## config.mk

```make
export PLATFORM = sky130hd
export DESIGN_NAME = lab1_imul_mul_arb2
export DESIGN_NICKNAME = d
export VERILOG_FILES = /design/src/rtl/lab1_imul_mul_arb2.sv
export SDC_FILE = /design/constraint.sdc
export NUM_CORES = 1
export LEC_CHECK = 0
export ABC_AREA = 0
export BUFFER_PORTS_ARGS = -buffer_cell sky130_fd_sc_hd__buf_2
export CORE_AREA = 4 4 130 132
export DETAILED_ROUTE_END_ITERATION = 16
export DIE_AREA = 0 0 134 136
export GPL_TIMING_DRIVEN = 1
export HOLD_SLACK_MARGIN = 0.06
export PLACE_DENSITY_LB_ADDON = 0.1
export SYNTH_ARGS = -nofsm -noshare
export SYNTH_HDL_FRONTEND = slang
export SYNTH_SLANG_ARGS = --single-unit
```

## constraint.sdc

```tcl
create_clock -name clk -period 4.6 [get_ports clk]
set_clock_uncertainty 0.05 [all_clocks]
set_input_delay 0.92 -clock clk [delete_from_list [all_inputs] [get_ports clk]]
set_output_delay 0.92 -clock clk [all_outputs]
set_load 0.01 [all_outputs]
```

## src/rtl/lab1_imul_mul_arb2.sv

```systemverilog
// lab1_imul_mul_arb2: round-robin arbiter sharing one iterative multiplier between two requesters
module lab1_imul_mul_arb2 #(
    parameter int p_cnt_nbits = 16
) (
    input  logic                   clk,
    input  logic                   reset,
    input  logic                   req0_val,
    output logic                   req0_rdy,
    input  logic [63:0]            req0_msg,
    input  logic                   req1_val,
    output logic                   req1_rdy,
    input  logic [63:0]            req1_msg,
    output logic                   resp0_val,
    input  logic                   resp0_rdy,
    output logic [31:0]            resp0_msg,
    output logic                   resp1_val,
    input  logic                   resp1_rdy,
    output logic [31:0]            resp1_msg,
    output logic                   mul_req_val,
    input  logic                   mul_req_rdy,
    output logic [63:0]            mul_req_msg,
    input  logic                   mul_resp_val,
    output logic                   mul_resp_rdy,
    input  logic [31:0]            mul_resp_msg,
    output logic                   busy,
    output logic                   owner,
    output logic [p_cnt_nbits-1:0] gnt_cnt0,
    output logic [p_cnt_nbits-1:0] gnt_cnt1
);
    typedef enum logic {IDLE, WAIT} state_t;
    state_t state_q, state_d;
    logic prio_q, prio_d, owner_q, owner_d;
    logic [p_cnt_nbits-1:0] gnt_cnt0_q, gnt_cnt0_d, gnt_cnt1_q, gnt_cnt1_d;
    logic idle, any, w, grant, done;
    always_comb begin
        idle = state_q == IDLE;
        any = req0_val || req1_val;
        w = (req0_val ^ req1_val) ? req1_val : prio_q;
        mul_req_val = idle && (w ? req1_val : req0_val);
        mul_req_msg = (idle && w && req1_val) ? req1_msg : req0_msg;
        req0_rdy = idle && any && !w && mul_req_rdy;
        req1_rdy = idle && any && w && mul_req_rdy;
        resp0_val = !idle && !owner_q && mul_resp_val;
        resp1_val = !idle && owner_q && mul_resp_val;
        resp0_msg = mul_resp_msg;
        resp1_msg = mul_resp_msg;
        mul_resp_rdy = !idle && (owner_q ? resp1_rdy : resp0_rdy);
        grant = mul_req_val && mul_req_rdy;
        done = !idle && mul_resp_val && mul_resp_rdy;
        state_d = idle ? (grant ? WAIT : IDLE) : (done ? IDLE : WAIT);
        owner_d = grant ? w : owner_q;
        prio_d = grant ? !w : prio_q;
        gnt_cnt0_d = gnt_cnt0_q + p_cnt_nbits'(grant && !w);
        gnt_cnt1_d = gnt_cnt1_q + p_cnt_nbits'(grant && w);
        busy = !idle;
        owner = owner_q;
        gnt_cnt0 = gnt_cnt0_q;
        gnt_cnt1 = gnt_cnt1_q;
    end
    always_ff @(posedge clk) begin
        if (reset) begin
            state_q <= IDLE;
            prio_q <= 1'b0;
            owner_q <= 1'b0;
            gnt_cnt0_q <= '0;
            gnt_cnt1_q <= '0;
        end else begin
            state_q <= state_d;
            prio_q <= prio_d;
            owner_q <= owner_d;
            gnt_cnt0_q <= gnt_cnt0_d;
            gnt_cnt1_q <= gnt_cnt1_d;
        end
    end
endmodule

```

==> run summary <==
Status = completed
Mapped Cells = 328
Area Growth Syn to Fin = 36.3%
Clock tree buffer depth = 2
# DRC = 0
Worst hold endpoint = gnt_cnt1[12]
Global route overflow = 0
Share of the synthesized area in the top cell type = 0.272
Core Box Area = 15700 sq um
Crit path kind = primary input to output pin
Most frequent cells in the layout = 239 x buf_2, 72 x mux2_2, 35 x dfxtp_1, 22 x nor2_1, 16 x a21oi_1
Max Cap Violations = 0
Slew Limit Fails = 0
RSZ-0062 raised after global routing = false
Post-synthesis cell area = 2980 sq um
Count of cell types in the netlist = 29
Cells on worst reg2reg path = 7
Hold Crit Start = gnt_cnt1[12]
Worst Path Max Fanout = 64
Hold Path Class = flop to flop
Compound-Gate Fraction of Synth Area = 0.0701
Most area-hungry cell type in the Yosys netlist = mux2_2
IO Pins = 336
Pre-CTS setup slack = 889 ps
Power Dens Cells = 231 nW/um^2
Worst skew pair latency = 280 ps
Syn Nets = 503
CP max-delay cell = mux2_2
Routed vias = 2943
Root Driver = clkbuf_16
Pin count of the biggest net entering global routing = 65
Routed Antenna Nets = 0
Post-synthesis simple-gate area fraction = 0.164
WL final = 12.7 mm
Die Ht = 136 um
Post-DP HPWL = 11.0 mm
Worst R2R Start = busy
Combinational family with the most area after synthesis = multiplexers
Setup fix buffers added after clock tree synthesis = 0
Worst path bufs/invs = 4
Worst-path cell chain = buf_2, inv_1, ha_1, o211ai_4, buf_12, mux2_2, buf_2
Fraction of the mapped netlist area in adder cells = 0.0294
Leakage = 1.96 nW
Most used cell, CP = buf_2
CTS H-tree lvls = 2
Die area = 18200 sq um
Antenna violations before repair = 5
Seq/Total Area, Yosys = 0.235
Startpoint Class = primary input
Hold path depth = 2
Family with the most delay on the worst path = buffers and inverters
Slack of the worst reg-to-reg path = 1850 ps
Clk pin slew, worst setup/hold paths = 50 ps
Final Setup Violations = 0
Commonest non-fill, non-tap cell in the layout = buf_2
Final Wtd Congestion = 0.862
YS warnings = 0
Data arrival, critical path = 2610 ps
TritonCTS clock tree = yes
Post-CTS sizing = 0
Avg Cell Area, Syn = 9.09 sq um
Period minus WS final = 3580 ps
Layout cell share with drive strength beyond 1 = 0.650
Required time worst endpoint = 3630 ps
Die span in x = 134 um
First-pass GRT wire length = 18.0 mm
CTS sink count = 35
DR WL/cell = 17.7 um
Rel. slew slack = 0.455
Worst-Margin Slew = 818 ps
Initial Util = 0.190
Slowest Stage Delay on Critical Path = 400 ps
Vias per std cell = 4.09
Total CTS buffers = 5
Area contributors post-synth = mux2_2 27%, dfxtp_1 23%, buf_4 16%, ha_1 2.9%, nor2_1 2.8%
Worst setup margin = 1020 ps
Hold-fix buffers at CTS = 0
Xor/xnor cell area share of the yosys netlist = 0.0176
Worst VDD drop = 0.000119 V
Fin. Hold Viols = 0
Final Cycle Share = 0.778
1st-pass router iterations = 4
Crit Reg-Reg Endpoint = gnt_cnt1[12]
Vias in the first global route = 3013
Max Freq = 280 MHz
Post-synthesis mux area share = 0.279
Drt initial violations = 110
#FFs+latches synth = 35
Final #Nets = 675
Buffers on Ports = 239
Row count = 46
CP Capture Type = output pin
GRT Overall Usage = 0.129
Sum of negative setup slack = 0 ps
==> power breakdown <==
group	switching [mW]	internal, mW	leakage, nW
Clock	0.125	0.211	0.0727
Sequential	0.00557	0.308	0.283
Combinational	0.135	0.153	1.60
==> metal layers <==
metal | vias to the layer above | share of wire | GRT usage
met4 | 0 | 0.014 | 0.0491
met2 | 145 | 0.51 | 0.218
met3 | 10 | 0.090 | 0.0477
li1 | 1443 | - | -
met5 | - | 0 | 0
met1 | 1345 | 0.38 | 0.150
==> tightest hold or removal path: stages, from the launching register on <==
cell and delay [ps]:
dfxtp_1 330, o31ai_1 70, a21oi_1 50
==> synth_stat cells <==
cell type  instances
mux2_2            72
buf_4             64
dfxtp_1           35
nor2_1            22
a21oi_1           16
nor2b_1           13
inv_1             12
nand3_1            9
nand2_1            8
nor4_1             8
o21ai_0            8
o31ai_1            8
or4_1              8
ha_1               7
buf_6              6
nand4_1            6
clkbuf_1           4
or3_1              4
xor2_1             4
mux2i_1            2
nand4_4            2
or3_2              2
xnor2_1            2
a211o_1            1
a211oi_1           1
buf_1              1
nand4_2            1
o211ai_2           1
or3b_1             1
==> sequential cells by signal (all words and copies together), names as in the netlist <==
register  flops
gnt_cnt0     16
gnt_cnt1     16
busy          1
owner         1
prio_q        1
==> cells by family after synthesis <==
| group | Yosys count |
|---|---|
| AOI/OAI and AO/OA | 35 |
| buffers and inverters | 87 |
| muxes | 74 |
| adders and majority gates | 7 |
| and+or+nand+nor | 84 |
| DFF | 35 |
| xor gates and xnor gates | 6 |
==> final cells by class <==
class,count,area [sq um]
inverter,12,45.0
sequential,35,701
timing repair buffer,240,1220
clock buffer,6,139
multi-input combinational,206,1680
tap,216,270
clock inverter,1,5.00
antenna,4,10.0
fill,1780,11600
==> through the flow <==
| stage | cells | power [mW] | area, sq um | hold WS (ps) | utilization |
|---|---|---|---|---|---|
| 6_report | 720 | 0.938 | 4070 | 450 | 0.259 |
| 5_1_grt | 720 | 0.991 | 4070 | 489 | 0.259 |
| 4_1_cts | 716 | 0.959 | 4060 | 450 | 0.258 |
| 3_5_place_dp | 709 | 0.612 | 3910 | 439 | 0.249 |
| 3_3_place_gp | 709 | 0.613 | 3910 | 437 | 0.249 |
| 2_1_floorplan | 328 | 0.532 | 2980 | 435 | - |
==> worst max-delay path by stage <==
stage	start	to	depth (start not counted)
2_1_floorplan	req0_val	mul_req_msg[10]	5
3_3_place_gp	req1_val	gnt_cnt1[14]	10
3_5_place_dp	req1_val	gnt_cnt1[14]	10
4_1_cts	req1_val	mul_req_msg[6]	7
5_1_grt	req1_val	mul_req_msg[6]	7
6_report	req1_val	mul_req_msg[6]	7
Power figures use the tool's default switching activity.
